--- src/rtl/jtag_driver.sv ---
`default_nettype none
// ============================================================================
// Module   : jtag_driver
// Purpose  : JTAG master running RESET / IR scan / DR scan / IDLE commands
//            while tracking the target TAP state cycle by cycle.
// Revision : 1.0 - initial release
// ============================================================================
module jtag_driver #(
    parameter int MAX_LEN = 32
) (
    input  logic               CLK,
    input  logic               RESET_N,
    input  logic               cmd_valid,
    output logic               cmd_ready,
    input  logic [1:0]         cmd_op,
    input  logic [5:0]         cmd_len,
    input  logic [MAX_LEN-1:0] cmd_data,
    output logic               rsp_valid,
    output logic [MAX_LEN-1:0] rsp_data,
    output logic               tms,
    output logic               tdi,
    input  logic               tdo,
    output logic [3:0]         state
);

    localparam logic [1:0] OP_RESET = 2'd0;
    localparam logic [1:0] OP_IR    = 2'd1;
    localparam logic [1:0] OP_DR    = 2'd2;
    localparam logic [1:0] OP_IDLE  = 2'd3;

    localparam logic [3:0] ST_TLR    = 4'd15;
    localparam logic [3:0] ST_RTI    = 4'd12;
    localparam logic [3:0] ST_SEL_DR = 4'd7;
    localparam logic [3:0] ST_CAP_DR = 4'd6;
    localparam logic [3:0] ST_SH_DR  = 4'd2;
    localparam logic [3:0] ST_EX1_DR = 4'd1;
    localparam logic [3:0] ST_PA_DR  = 4'd3;
    localparam logic [3:0] ST_EX2_DR = 4'd0;
    localparam logic [3:0] ST_UPD_DR = 4'd5;
    localparam logic [3:0] ST_SEL_IR = 4'd4;
    localparam logic [3:0] ST_CAP_IR = 4'd14;
    localparam logic [3:0] ST_SH_IR  = 4'd10;
    localparam logic [3:0] ST_EX1_IR = 4'd9;
    localparam logic [3:0] ST_PA_IR  = 4'd11;
    localparam logic [3:0] ST_EX2_IR = 4'd8;
    localparam logic [3:0] ST_UPD_IR = 4'd13;

    // Step counter must reach MAX_LEN+6 and hold the raw 6-bit cmd_len.
    localparam int STEP_W = ($clog2(MAX_LEN + 8) > 7) ? $clog2(MAX_LEN + 8) : 7;
    localparam logic [STEP_W-1:0] C_MAX = STEP_W'(MAX_LEN);

    function automatic logic [3:0] tap_next(input logic [3:0] cs, input logic m);
        case (cs)
            ST_TLR:    tap_next = m ? ST_TLR    : ST_RTI;
            ST_RTI:    tap_next = m ? ST_SEL_DR : ST_RTI;
            ST_SEL_DR: tap_next = m ? ST_SEL_IR : ST_CAP_DR;
            ST_CAP_DR: tap_next = m ? ST_EX1_DR : ST_SH_DR;
            ST_SH_DR:  tap_next = m ? ST_EX1_DR : ST_SH_DR;
            ST_EX1_DR: tap_next = m ? ST_UPD_DR : ST_PA_DR;
            ST_PA_DR:  tap_next = m ? ST_EX2_DR : ST_PA_DR;
            ST_EX2_DR: tap_next = m ? ST_UPD_DR : ST_SH_DR;
            ST_UPD_DR: tap_next = m ? ST_SEL_DR : ST_RTI;
            ST_SEL_IR: tap_next = m ? ST_TLR    : ST_CAP_IR;
            ST_CAP_IR: tap_next = m ? ST_EX1_IR : ST_SH_IR;
            ST_SH_IR:  tap_next = m ? ST_EX1_IR : ST_SH_IR;
            ST_EX1_IR: tap_next = m ? ST_UPD_IR : ST_PA_IR;
            ST_PA_IR:  tap_next = m ? ST_EX2_IR : ST_PA_IR;
            ST_EX2_IR: tap_next = m ? ST_UPD_IR : ST_SH_IR;
            ST_UPD_IR: tap_next = m ? ST_SEL_DR : ST_RTI;
            default:   tap_next = ST_TLR;
        endcase
    endfunction

    logic [3:0]         state_q, state_d;
    logic               tms_q, tms_d;
    logic               tdi_q, tdi_d;
    logic               busy_q, busy_d;
    logic [1:0]         op_q, op_d;
    logic [STEP_W-1:0]  n_q, n_d;
    logic [STEP_W-1:0]  step_q, step_d;
    logic [MAX_LEN-1:0] data_q, data_d;
    logic [MAX_LEN-1:0] cap_q, cap_d;
    logic               rsp_valid_q, rsp_valid_d;
    logic [MAX_LEN-1:0] rsp_data_q, rsp_data_d;

    logic [STEP_W-1:0]  len_ext, n_in, pre_len, shift_end, done_step;
    logic               is_scan, ready;

    always_comb begin
        len_ext   = {{(STEP_W-6){1'b0}}, cmd_len};
        n_in      = (len_ext == '0) ? STEP_W'(1) : ((len_ext > C_MAX) ? C_MAX : len_ext);
        is_scan   = (op_q == OP_DR) || (op_q == OP_IR);
        // pre_len = first step whose registered TMS is a shift edge
        pre_len   = (op_q == OP_IR) ? STEP_W'(4) : STEP_W'(3);
        shift_end = pre_len + n_q;
        case (op_q)
            OP_RESET: done_step = STEP_W'(6);
            OP_IDLE:  done_step = n_q;
            default:  done_step = shift_end + STEP_W'(2);
        endcase
        ready = (state_q == ST_RTI) && !busy_q;
    end

    always_comb begin
        state_d     = tap_next(state_q, tms_q);
        tms_d       = 1'b0;
        tdi_d       = 1'b0;
        busy_d      = busy_q;
        op_d        = op_q;
        n_d         = n_q;
        step_d      = step_q;
        data_d      = data_q;
        cap_d       = cap_q;
        rsp_valid_d = 1'b0;
        rsp_data_d  = rsp_data_q;

        if (busy_q) begin
            step_d = step_q + STEP_W'(1);
            if (step_q == done_step) begin
                busy_d      = 1'b0;
                rsp_valid_d = 1'b1;
                // captured bits arrive from the top; realign so bit 0 is the first one
                rsp_data_d  = cap_q >> (C_MAX - n_q);
            end else if (is_scan) begin
                tms_d = (step_q < (pre_len - STEP_W'(2))) ||
                        (step_q == (shift_end - STEP_W'(1))) ||
                        (step_q == shift_end);
                if ((step_q >= pre_len) && (step_q < shift_end)) begin
                    tdi_d  = data_q[0];
                    data_d = data_q >> 1;
                end
                if ((step_q > pre_len) && (step_q <= shift_end)) begin
                    cap_d = {tdo, cap_q[MAX_LEN-1:1]};
                end
            end else if (op_q == OP_RESET) begin
                tms_d = (step_q < STEP_W'(5));
            end
        end else if (cmd_valid && ready) begin
            busy_d = 1'b1;
            op_d   = cmd_op;
            n_d    = n_in;
            step_d = STEP_W'(1);
            data_d = cmd_data;
            cap_d  = '0;
            tms_d  = (cmd_op != OP_IDLE);
        end
    end

    always_ff @(posedge CLK or negedge RESET_N) begin
        if (!RESET_N) begin
            state_q     <= ST_TLR;
            tms_q       <= 1'b1;
            tdi_q       <= 1'b0;
            busy_q      <= 1'b0;
            op_q        <= OP_RESET;
            n_q         <= '0;
            step_q      <= '0;
            data_q      <= '0;
            cap_q       <= '0;
            rsp_valid_q <= 1'b0;
            rsp_data_q  <= '0;
        end else begin
            state_q     <= state_d;
            tms_q       <= tms_d;
            tdi_q       <= tdi_d;
            busy_q      <= busy_d;
            op_q        <= op_d;
            n_q         <= n_d;
            step_q      <= step_d;
            data_q      <= data_d;
            cap_q       <= cap_d;
            rsp_valid_q <= rsp_valid_d;
            rsp_data_q  <= rsp_data_d;
        end
    end

    assign cmd_ready = ready;
    assign rsp_valid = rsp_valid_q;
    assign rsp_data  = rsp_data_q;
    assign tms       = tms_q;
    assign tdi       = tdi_q;
    assign state     = state_q;

endmodule
`default_nettype wire

--- config.mk ---
export PLATFORM = sky130hd
export DESIGN_NAME = jtag_driver
export DESIGN_NICKNAME = d
export VERILOG_FILES = /design/src/rtl/jtag_driver.sv
export SDC_FILE = /design/constraint.sdc
export NUM_CORES = 1
export LEC_CHECK = 0
export ABC_AREA = 1
export CAP_MARGIN = 30
export CORE_MARGIN = 3
export CORE_UTILIZATION = 60
export CTS_CLUSTER_SIZE = 20
export DETAILED_ROUTE_END_ITERATION = 8
export PLACE_DENSITY_LB_ADDON = 0.12
export SYNTH_ARGS = -nofsm -noshare
export SYNTH_HDL_FRONTEND = slang
export SYNTH_SLANG_ARGS = --single-unit
--- constraint.sdc ---
create_clock -name CLK -period 6.4 [get_ports CLK]
set_input_delay 1.28 -clock CLK [delete_from_list [all_inputs] [get_ports CLK]]
set_output_delay 1.28 -clock CLK [all_outputs]
set_load 0.005 [all_outputs]
# --- Word level (Yosys, flattened, before mapping) ---
# Index checks and enable logic that the tools add are counted.
totals:
  out_inout_bits: 40
  ff_bits: 120
  in_bits: 44
  wordCells: 114
op_classes:
  shifts: 1
  mux: 43
  reduce_logical: 19
  order_cmp: 7
  eq_ne: 26
  add_sub_neg: 6
  bitwise: 1
ops:
  columns: ["op", "n"]
  rows:
  - ["32-bit 2-to-1 mux", 10]
  - ["4-bit one-hot mux with 12 select lines", 1]
  - ["4-bit == test, second input constant", 8]
  - ["32-bit by 7-bit >> shifter with 32-bit output", 1]
  - ["7-bit == test", 3]
  - ["4-bit by 3-bit == test with 1-bit output, second input constant", 4]
  - ["1-bit 2-to-1 mux", 15]
  - ["3-bit 2-to-1 mux", 5]
  - ["7-bit less-than comparator", 2]
  - ["7-bit 2-to-1 mux", 2]
  - ["7-bit one-hot mux with 2 select lines", 1]
  - ["2-bit 2-to-1 mux", 6]
  - ["6-bit 2-to-1 mux", 2]
  - ["4-bit by 2-bit == test with 1-bit output, second input constant", 2]
  - ["4-bit AND reduction", 2]
  - ["3-bit by 7-bit adder with 7-bit output", 1]
  - ["7-bit by 1-bit adder with 7-bit output, second input constant", 1]
  - ["7-bit by 2-bit adder with 7-bit output, second input constant", 1]
  - ["7-bit by 3-bit >= comparator with 1-bit output", 1]
  - ["7-bit by 3-bit > comparator with 1-bit output", 1]
  - ["7-bit less-or-equal comparator", 1]
  - ["7-bit by 3-bit less-than comparator with 1-bit output, second input constant", 1]
  - ["6-bit by 7-bit subtractor with 7-bit output, first input constant", 1]
  - ["7-bit by 1-bit subtractor with 7-bit output, second input constant", 1]
  - ["other kinds (19)", 30]

# --- Longest topological paths before layout ---
# Gate-level depths: netlist (run 1).
logic_depth:
  word_depth: 10
  ltp_mapped: 24
  depth_no_buf: 23

# --- Worst setup path after synthesis (run 1) ---
# Ideal clock, no wire load.
synth_path:
  path_type: "reg2reg"
  from: "register op_q[1]"
  to: "register rsp_data_q[6], in the netlist rsp_data[6]"
  arrival_time_ns: 3.128
  setup_ns: 0.116
  path_slack_ns: 3.156
  n_path_buf: 2
  required_ns: 6.284
  stages_incl_launch_ff: 21
  synth_period_minus_slack_ns: 3.244
  cell_sequence: "dfrtp_1 -> inv_1 -> ha_1 -> inv_1 -> ha_1 -> fa_1 -> inv_1 -> nand2_1 -> nand2_1 -> inv_1 -> ha_1 -> o21ai_0 -> xor2_1 -> nor2_1 -> nand3_1 -> nor2_2 -> nand4_4 -> buf_4 -> buf_6 -> nand2_1 -> nand2_1"
synth_via:
  elab_chain_cells: 7
  word_cells_on_any_way: 9
  cone_classes: "2 x add/sub; 3 x eq/ne; 2 x mux; 2 x reduce/logical"
synth_rtl:
  columns: ["item", "line_no", "text"]
  rows:
  - ["start: declaration", "78", "logic [1:0] op_q, op_d;"]
  - ["start signal: assignment", "167", "op_q <= op_d;"]
  - ["2-bit by 1-bit == test with 1-bit output", "94", "pre_len = (op_q == OP_IR) ? STEP_W'(4) : STEP_W'(3);"]
  - ["3-bit 2-to-1 mux", "94", null]
  - ["3-bit by 7-bit adder with 7-bit output", "95", "shift_end = pre_len + n_q;"]
  - ["7-bit by 2-bit adder with 7-bit output", "99", "default: done_step = shift_end + STEP_W'(2);"]
  - ["7-bit one-hot mux with 2 select lines *", "96", "case (op_q)"]
  - ["7-bit == test *", "119", "if (step_q == done_step) begin"]
  - ["2-bit AND reduction (no source line) *", null, null]
  - ["end signal: assignment", "173", "rsp_data_q <= rsp_data_d;"]
  - ["end: declaration", "84", "logic [MAX_LEN-1:0] rsp_data_q, rsp_data_d;"]
# Every way passes the cells marked *; elsewhere a longest branch is shown, timed or not.
# A chain may end at the register's enable or synchronous reset.

# --- Final worst setup path (run 1) ---
layout_path:
  from: "register op_q[1]"
  to: "register cap_q[12]"
layout_via:
  elab_chain_cells: 8
  word_cells_on_any_way: 17
  cone_classes: "2 x add/sub; 2 x order compare; 7 x eq/ne; 2 x mux; 4 x reduce/logical"
layout_rtl:
  columns: ["item", "line_no", "text"]
  rows:
  - ["2-bit by 1-bit == test with 1-bit output", "92, 94", null]
  - ["3-bit 2-to-1 mux", "94", null]
  - ["3-bit by 7-bit adder with 7-bit output", "95", null]
  - ["7-bit by 2-bit adder with 7-bit output", "99", null]
  - ["7-bit one-hot mux with 2 select lines", "96", null]
  - ["7-bit == test", "119", null]
  - ["2-bit != test (no source line)", null, null]
  - ["4-bit AND reduction (no source line) *", null, null]
  - ["end signal: assignment", "171", "cap_q <= cap_d;"]
  - ["end: declaration", "82", "logic [MAX_LEN-1:0] cap_q, cap_d;"]
# Marked as above.

==> summary.md, run 1 <==
| Metric | Value |
|---|---|
| Hold buffers post-CTS | `0` |
| PnR worst setup slack | `~1800 ps` |
| FFs w/ async S/R, synth | `100%` |
| Avg Vias per Cell | `about 5.9` |
| Std-Cell Core Area | `between 10,000 and 15,000 um^2` |
| Worst Max-Slew Pin Slew | `973 ps` |
| Placer Congestion | `between 0.9 and 1` |
| Area Growth Syn to Fin | `18.3%` |
| Post-CTS Setup Bufs | `0` |
| Top cells by area, synth | `dfrtp_1 (35%), nand2_1 (21%), nand3_1 (17%)` |
| Final Hold Viols | `0` |
| Critical path arrival | `around 4900 ps` |
| # fillers | `roughly 1,100` |
| Post-Syn Instances | `~1,200` |
| Worst EP required | `about 6700 ps` |
| Main flop type after synthesis | `dfrtp_1` |
| Initial antenna violation count | `0` |
| Post-cts repair resize count | `0` |
| Sink Count | `approximately 120` |
| Final Util | `approximately 74%` |
| #FFs+latches synth | `about 120` |
| Max FO, Critical Path | `82` |
| Pre-CTS WS | `1930 ps` |
| Total inserted antenna cells | `0` |
| Setup Viol. Count Final | `0` |
| First-pass GRT wire length | `~36,000 um` |
| CP max stage delay | `around 610 ps` |
| Row count | `between 40 and 50` |
| Area of the multi-input gates | `4560 um^2` |
| Final #Nets | `around 1,300` |
| Most frequent cells in the layout | `nand2_1 (453), nand3_1 (279), dfrtp_1 (113)` |
| Initial DRC Count | `between 800 and 900` |
| Die width | `between 100 and 150 um` |
| Worst slew margin | `between 30% and 40%` |
| Wire length per cell | `approximately 15 um` |
| Max-cap viol count | `0` |
| Initial Utilization | `a little over three fifths` |
| Fmax | `219 MHz` |
| Reg2reg start | `op_q[1]` |
| Max-slew violations | `0` |
| TNS Setup | `0 ps` |
| Root buffer cell | `clkbuf_16` |
| Yosys top cell by area | `dfrtp_1` |
| Cell Pwr Density | `about 190 nW/um^2` |
| Grt ovf | `0` |
| FF/Latch Area | `~3000 um^2` |
| Hold Path Class | `register to register` |
| Vias | `8,389` |
| Synth top area share | `a little over a third` |
| Number of flops mapped to enable cells by yosys | `0` |
| DRC violations left | `0` |
| Vias in the first global route | `7,662` |
| Crit-path cells | `inv_1 > ha_1 > inv_1 > ha_1 > fa_1 > inv_1 > nand2_1 > nand2_1 > inv_1 > ha_1 > o21ai_0 > xor2_1 > nor2_1 > nand3_1 > nor2_2 > nand4_4 > buf_4 > nand2_2 > nand2_1 > nand2_1` |
| Post-Syn Area | `between 8000 and 9000 um^2` |
| Flop-to-flop setup slack | `between 1500 and 2000 ps` |
| Post-layout min period | `4560 ps` |
| Sequential area share after synthesis | `~37%` |
| RSZ-0062 raised after global routing | `false` |
| Worst vdd ir | `about 0.18 mV` |
| CTS Buf Count | `17` |
| Placed Area | `8900 um^2` |
| CP Capture Type | `register` |
| Antenna-violating nets left | `0` |
| Drt first pass iters | `6` |
| Syn_area_per_cell | `about 6.7 um^2` |
| Hold wc startpoint | `data_q[9]` |
| DIE AREA | `14,900 um^2` |
| Startpoint Class | `register` |
| Worst hold slack | `around 470 ps` |
| Layout cells sized above 1 | `5.40%` |
| Total of warnings raised by yosys | `0` |
| Most common cell after layout, fill and taps aside | `nand2_1` |
| Tot GR Track Use | `30.3%` |
| Ports | `84` |
| CP Class | `register to register` |
| Port Buf Inserts | `83` |
| Synth Net Count | `between 1,000 and 1,500` |
| Final Cycle Share | `71.2%` |
| Cell variety after synth | `40` |
| Crit path launch | `op_q[1]` |
| H-tree depth | `4` |
| Clock-pin slew on the worst setup and hold paths | `approximately 60 ps` |
| Die Y | `122 um` |
| Leakage power | `4.77 nW` |
| Detailed Place HPWL | `between 10,000 and 15,000 um` |
| Clock Skews | `10.5 ps` |
| Total wire length | `around 22,000 um` |
| Largest net degree at the start of global routing | `slightly above 80` |
| Cell area after layout | `9530 um^2` |
| Maximum clock path buffer count | `2` |
| Worst-Skew Late Latency | `between 400 and 500 ps` |
| Slowest-stage cell, CP | `buf_4` |
| Status | `finished clean` |
| TritonCTS clock tree | `yes` |
[path summary, 6_finish.rpt]
path / to / cells past startpoint
setup / recovery: cap_q[12] / 20
hold / removal: data_q[9] / 2
setup reg to reg: cap_q[12] / 20
hold reg to reg: data_q[9] / 2
max in group asynchronous: rsp_data[14] / 2
min in group asynchronous: cap_q[13] / 1
[stage by stage]
stage / power (mW) / cells
after floorplan: 0.767 / 1205
after global placement: 0.809 / 1399
after detailed placement: 0.809 / 1400
after CTS: 1.84 / 1432
after global routing: 1.88 / 1432
final: 1.84 / 1432
[synthesized netlist by cell type, drive strengths merged, types with 3 or more instances]
library cell,count
nor3,8
o21ai,49
xor2,4
ha,21
dfrtp,114
nand3,281
nor2,46
clkbuf,31
o211ai,14
dfstp,5
nand4,39
nand2,458
a21oi,23
inv,53
xnor2,3
buf,40
[cell type report]
class | count | area share (%)
Clock buffer | 19 | 4.54
Sequential cell | 119 | 31.3
Clock inverter | 13 | 2.13
Multi-Input combinational cell | 960 | 47.8
Inverter | 55 | 2.17
Tap cell | 172 | 2.26
Timing Repair Buffer | 94 | 9.77
[power by group]
group          internal [mW]  total (mW)  switching (mW)
Clock                  0.688        1.04           0.352
Combinational         0.0232      0.0416          0.0184
Sequential             0.753       0.753               0
[flip-flops by register name, indices dropped and copies added, names as in the netlist]
signal	cells
busy_q	1
cap_q	32
data_q	32
n_q	6
op_q	2
rsp_data	32
rsp_valid	1
state	4
step_q	7
tdi	1
tms	1
[worst max-delay path, delay by kind of cell (launching register included)]
kind | cells | cell delay, ps
compound gates | 1 | 210
xor+xnor | 1 | 160
fa+ha+maj | 4 | 1180
buf+inv | 5 | 1020
flops | 1 | 380
simple gates | 9 | 1440
[per-layer routing]
| layer | vias up | track usage [%] | routed length [um] |
|---|---|---|---|
| met3 | 62 | 5.94 | 1330 |
| met5 | - | 0 | 0 |
| met1 | 3870 | 41.3 | 9420 |
| li1 | 4120 | - | - |
| met2 | 337 | 48.2 | 10200 |
| met4 | 0 | 10.9 | 596 |
[logic make-up after synthesis]
group	share of synthesized area [%]
flip-flops	37.0
adder cells (fa/ha/maj)	3.51
AND/OR/NAND/NOR	45.3
buffers and inverters	6.61
AO/OA/AOI/OAI	6.80
XOR/XNOR	0.761
Note: power is estimated with default switching activity, not from simulation.
==> run 2: changes to the inputs <==
Settings changed: CORE_UTILIZATION 60 to 52.
Clock period 6.4 ns to 3.7 ns, I/O delays scaled along.
==> run 2 against run 1 <==
  * Fmax up 32%
  * First-iteration DRC count decreased by 7.8%
  * Core utilization is 9.2 points lower
  * Clock skew fell by 3.1 ps
  * Global-route usage decreased by 3.0 points
  * Via count fell by 0.95%
  * Worst setup slack worse by 1600 ps
  * Die area increased by 15%
  * Critical path type unchanged
  * Critical endpoint is now data_q[0]
==> summary.md, run 2 (same netlist as run 1, synthesis figures left out) <==
| Metric | Value |
|---|---|
| Initial antenna violation count | `0 (unchanged)` |
| Wire length per cell | `14.9 um (-0.97%)` |
| Hold Path Class | `primary input to asynchronous set/reset pin` |
| Final Cycle Share | `93.3% (+22 points)` |
| H-tree depth | `4 (unchanged)` |
| Crit path launch | `op_q[1]` |
| Largest net degree at the start of global routing | `73 (-12%)` |
| Flop-to-flop setup slack | `250 ps (-1590 ps)` |
| Critical path arrival | `3750 ps (-1120 ps)` |
| DRC violations left | `0 (unchanged)` |
| Worst reg2reg endpoint | `data_q[0]` |
| Max-cap viol count | `0 (unchanged)` |
| Initial DRC Count | `829 (-7.8%)` |
| Std-Cell Core Area | `14,900 um^2 (+15%)` |
| Clock Skews | `7.42 ps (-3.11 ps)` |
| Antenna-violating nets left | `0 (unchanged)` |
| TNS Setup | `0 ps (unchanged)` |
| Most frequent cells in the layout | `nand2_1 (453), nand3_1 (279), dfrtp_1 (113)` |
| CP Capture Type | `register` |
| Total wire length | `21,800 um (+1.0%)` |
| DIE AREA | `17,000 um^2 (+15%)` |
| Post-layout min period | `3450 ps (-1110 ps)` |
| Layout cells sized above 1 | `6.97% (+1.6 points)` |
| Worst Max-Slew Pin Slew | `821 ps (-151 ps)` |
| Final #Nets | `1,330 (+1.3%)` |
| Root buffer cell | `clkbuf_16` |
| TritonCTS clock tree | `yes` |
| Port Buf Inserts | `83 (unchanged)` |
| Switching Fraction | `23.4% (+3.2 points)` |
| CTS Buf Count | `17 (unchanged)` |
| Maximum clock path buffer count | `2 (unchanged)` |
| Area Growth Syn to Fin | `19.5%` |
| Clk network pwr share | `52.0% (-4.7 points)` |
| P_sw | `670 uW (+81%)` |
| Row count | `44 (+7.3%)` |
| Max FO, Critical Path | `19 (-77%)` |
| # fillers | `1,367 (+28%)` |
| Clock-pin slew on the worst setup and hold paths | `60 ps (about the same)` |
| Hold buffers post-CTS | `0 (unchanged)` |
| Pint | `2.20 mW (+50%)` |
| First-pass GRT wire length | `37,600 um (+3.1%)` |
| Reg2reg path depth | `19 (-5.0%)` |
| Drt first pass iters | `6 (unchanged)` |
| Cell area after layout | `9630 um^2 (+1.1%)` |
| Sink Count | `119 (unchanged)` |
| Worst vdd ir | `0.305 mV (+71%)` |
| CP Class | `register to register` |
| Detailed Place HPWL | `15,300 um (+5.6%)` |
| Die Y | `130 um (+7.1%)` |
| Placer Congestion | `0.967 (-1.2%)` |
| Fmax | `290 MHz (+32%)` |
| Worst slew margin | `45.2% (+10 points)` |
| Max-slew violations | `0 (unchanged)` |
| Setup Viol. Count Final | `0 (unchanged)` |
| Vias | `8,309 (-0.95%)` |
| RSZ-0062 raised after global routing | `false` |
| Worst-Skew Late Latency | `420 ps (about the same)` |
| Total inserted antenna cells | `0 (unchanged)` |
| Leakage power | `4.81 nW (+0.72%)` |
| Placed Area | `9070 um^2 (+1.9%)` |
| Ports | `84 (unchanged)` |
| Worst EP required | `4000 ps (-2710 ps)` |
| Cell Pwr Density | `298 nW/um^2 (+55%)` |
| Vias in the first global route | `7,750 (+1.1%)` |
| Startpoint Class | `register` |
| Tot GR Track Use | `27.2% (-3.0 points)` |
| Combinational Power Share | `2.6% (+0.3 points)` |
| Status | `finished clean` |
| Reg2reg start | `op_q[1]` |
| Avg Vias per Cell | `5.69 (-2.9%)` |
| Grt ovf | `0 (unchanged)` |
| Final Hold Viols | `0 (unchanged)` |
| Sequential power share | `45.4% (+4.4 points)` |
| Most common cell after layout, fill and taps aside | `nand2_1` |
| Setup crit end | `data_q[0]` |
| Initial Utilization | `54.2% (-8.4 points)` |
| Die width | `130 um (+7.1%)` |
==> run 2: cell types whose count changed in the layout (fill, tap and decap cells not counted), sizes merged <==
cell | previous run | this run
clkinvlp | 2 | 8
bufinv | 5 | 0
clkinv | 7 | 8
buf | 12 | 29
clkbuf | 19 | 17
==> run 2: power groups by stage <==
stage / clock network (mW) / logic [mW] / registers, mW
after detailed placement: 0 / 0.0777 / 1.33
after floorplan: 0 / 0.00141 / 1.33
after CTS: 1.51 / 0.0777 / 1.30
after global routing: 1.58 / 0.0834 / 1.30
after global placement: 0 / 0.0776 / 1.33
final: 1.49 / 0.0750 / 1.30
==> run 2: metrics by stage <==
step                      std cells  setup slack (ps)  hold WS, ps  util [%]  total power, mW
after global routing           1461              1.13          278      64.8             2.96
final                          1461               249          260      64.8             2.87
after floorplan                1205               456          434         -             1.33
after global placement         1427               272          454      60.8             1.40
after detailed placement       1428              93.3          459      61.0             1.40
after CTS                      1460              68.5          272      64.6             2.89
==> run 2: final cells by class <==
class	count	area [um^2]	area share, %
timing repair buffer	111	1120	11.6
inverter	55	208	2.16
tap	184	230	2.39
clock buffer	17	425	4.42
sequential	119	2990	31.0
multi-input combinational	960	4560	47.4
clock inverter	15	106	1.10
==> run 2: worst min-delay path by stage <==
stage                from          to  slack (ps)  cells past startpoint
2_1_floorplan   data_q[0]   data_q[0]         430                      2
3_3_place_gp   data_q[24]  data_q[24]         450                      2
3_5_place_dp   data_q[21]  data_q[21]         460                      2
4_1_cts           RESET_N   cap_q[14]         270                      1
5_1_grt           RESET_N   cap_q[14]         280                      1
6_report          RESET_N   cap_q[14]         260                      1
==> run 2: layer usage <==
layer	routed length, um	GRT usage (%)
met5	0	0
met3	1130	5.12
met1	9920	38.3
met2	10200	42.3
met4	501	9.26
==> run 2: critical path, stage by stage (launching register included) <==
cell and delay [ps]:
dfrtp_1 380, inv_1 100, ha_2 210, inv_2 80, ha_1 220, fa_1 410
inv_1 80, nand2_1 50, nand2_1 80, inv_1 50, ha_1 290, o21ai_0 200
xor2_1 90, nor2_1 110, nand3_1 100, nor2_2 210, nand4_4 220, buf_4 300
nand3_1 100, nand2_1 60
==> run 2: timing repair <==
item	in CTS	in global routing
setup endpoints to repair	0	96
buffers inserted	0	1
gates resized for setup	0	8
hold endpoints to repair	0	0
==> run 3: changes to the inputs <==
Settings changed: CORE_ASPECT_RATIO from default to 0.7.
==> run 3 against run 2 <==
  * Design area grew 2.0%
  * Core utilization increased by 1.1 points
  * Worst setup slack improved by 25 ps
  * Die area increased by 0.14%
  * Wire length grew 7.0%
  * Count of clock-buffer cells in the layout did not move
  * Sequential power about the same
  * Non-clock buffer count rose by 5
  * Critical path type unchanged
  * Critical endpoint is now cap_q[28]
  * Largest power group unchanged
==> summary.md, run 3 (same netlist as run 1, synthesis figures left out) <==
| Metric | Value |
|---|---|
| Total wire length | `23,300 um (+7.0%)` |
| Startpoint Class | `register` |
| Max-slew violations | `0 (unchanged)` |
| Largest net degree at the start of global routing | `73 (unchanged)` |
| Fmax | `292 MHz (+0.73%)` |
| Crit-path cells | `inv_1 > ha_1 > inv_2 > ha_1 > fa_1 > nand2_1 > nand2_1 > nand2_2 > nor2_1 > inv_1 > ha_1 > nand2_1 > inv_1 > nand2_1 > a21oi_1 > nor2_1 > nand2_1 > nand2_1 > nand2_1 > a21oi_4 > buf_12 > nand4_1 > nand2_1` |
| Slowest-stage cell, CP | `fa_1` |
| Final Cycle Share | `92.6% (-0.67 points)` |
| Initial Utilization | `54.1% (-0.15 points)` |
| Layout cells sized above 1 | `7.25% (+0.28 points)` |
| Post-layout min period | `3430 ps (-25.0 ps)` |
| CP Class | `register to register` |
| Vias in the first global route | `7,315 (-5.6%)` |
| H-tree depth | `4 (unchanged)` |
| Initial DRC Count | `905 (+9.2%)` |
| Wire length per cell | `15.8 um (+5.8%)` |
| Drt first pass iters | `5 (-1)` |
| DRC violations left | `0 (unchanged)` |
| Detailed Place HPWL | `16,100 um (+5.3%)` |
| Final #Nets | `1,335 (+0.38%)` |
| Initial antenna violation count | `0 (unchanged)` |
| CP Capture Type | `register` |
| Max FO, Critical Path | `32 (+13)` |
| Area Growth Syn to Fin | `21.9%` |
| Total inserted antenna cells | `0 (unchanged)` |
| Antenna-violating nets left | `0 (unchanged)` |
| Final Hold Viols | `0 (unchanged)` |
| TNS Setup | `0 ps (unchanged)` |
| Critical path's top delay family | `adder cells` |
| Critical path arrival | `3770 ps (+20 ps)` |
| Sink Count | `119 (unchanged)` |
| Hold Path Class | `primary input to asynchronous set/reset pin` |
| Status | `finished clean` |
| Placer Congestion | `0.955 (-1.3%)` |
| TritonCTS clock tree | `yes` |
| Root buffer cell | `clkbuf_16` |
| Worst hold slack | `426 ps (+167 ps)` |
| First-pass GRT wire length | `37,300 um (-0.72%)` |
| CP max stage delay | `410 ps (about the same)` |
| Reg2reg path depth | `23 (+4)` |
| Hold buffers post-CTS | `0 (unchanged)` |
| Ports | `84 (unchanged)` |
| Final Util | `65.9% (+1.1 points)` |
| Reg2reg start | `op_q[1]` |
| Clock-pin slew on the worst setup and hold paths | `70 ps (about the same)` |
| Most common cell after layout, fill and taps aside | `nand2_1` |
| Avg Vias per Cell | `5.69 (about the same)` |
| Worst Max-Slew Pin Slew | `864 ps (+42.6 ps)` |
| CTS Buf Count | `17 (unchanged)` |
| Worst reg2reg endpoint | `cap_q[28]` |
| DIE AREA | `17,000 um^2 (+0.14%)` |
| Most used cell, CP | `nand2_1` |
| Setup Viol. Count Final | `0 (unchanged)` |
| Worst slew margin | `42.4% (-2.8 points)` |
| Maximum clock path buffer count | `2 (unchanged)` |
| Leakage power | `4.92 nW (+2.3%)` |
| Row count | `37 (-16%)` |
| Worst vdd ir | `0.310 mV (+1.4%)` |
| Std-Cell Core Area | `14,900 um^2 (+0.29%)` |
| Clock Skews | `11.9 ps (+4.48 ps)` |
| Worst EP required | `4050 ps (+50 ps)` |
| Vias | `8,402 (+1.1%)` |
| Flop-to-flop setup slack | `270 ps (+20 ps)` |
| Die width | `155 um (+19%)` |
| Crit path launch | `op_q[1]` |
| RSZ-0062 raised after global routing | `false` |
| Worst-Skew Late Latency | `420 ps (about the same)` |
| Max-cap viol count | `0 (unchanged)` |
| Die Y | `110 um (-16%)` |
| Port Buf Inserts | `83 (unchanged)` |
| Buf/Inv on CP | `5 (unchanged)` |
| Grt ovf | `0 (unchanged)` |
| Most frequent cells in the layout | `nand2_1 (453), nand3_1 (279), dfrtp_1 (113)` |
| Tot GR Track Use | `27.0% (-0.19 points)` |
| Cell Pwr Density | `317 nW/um^2 (+6.6%)` |
-- run 3: changes by cell type in the layout (fill, tap and decap cells not counted), sizes merged --
cell / before / now
bufinv: 0 / 3
buf: 29 / 31
clkinvlp: 8 / 1
inv: 54 / 59
clkbuf: 17 / 20
clkinv: 8 / 7
-- run 3: area by class of cell --
cell class | instances | area, um^2
clock inverters | 15 | 190
fillers | 1333 | 5080
well taps | 195 | 244
flip-flops and latches | 119 | 2990
clock buffers | 17 | 425
multi-input cells | 960 | 4580
repair buffers | 116 | 1190
inverters | 55 | 206
-- run 3: how the worst max path moves through the flow --
stage                  end  cells past startpoint
3_3_place_gp     cap_q[29]                     21
3_5_place_dp     cap_q[24]                     19
2_1_floorplan  rsp_data[6]                     20
6_report         cap_q[28]                     23
5_1_grt         data_q[26]                     21
4_1_cts          cap_q[15]                     19
-- run 3: repair_timing --
item                                    CTS  global route
endpoints found under the setup margin    0            92
buffers inserted                          0             5
resized for setup                         0            11
-- run 3: through the flow --
step / std cells / instance area (um^2) / setup WS, ps / power [mW]
floorplan: 1205 / 8060 / 456 / 1.33
global placement: 1436 / 9030 / 261 / 1.40
detailed placement: 1437 / 9060 / 90.6 / 1.40
CTS: 1469 / 9670 / 35.0 / 3.14
global route: 1477 / 9820 / 7.40 / 3.20
finish: 1477 / 9820 / 274 / 3.12
-- run 3: metal layers --
metal,track usage [%],routed length (um),vias to the layer above
li1,-,-,4172
met1,42.0,11300,3869
met2,38.3,9810,333
met3,5.42,1860,28
met4,6.81,312,0
met5,0,0,-
-- run 3: power breakdown --
part | total, mW | leakage (nW) | internal, mW | switching, mW
combinational | 0.0757 | 3.03 | 0.0416 | 0.0341
sequential | 1.30 | 1.59 | 1.30 | 0
clock | 1.74 | 0.300 | 1.07 | 0.665
total | 3.12 | 4.92 | 2.42 | 0.699
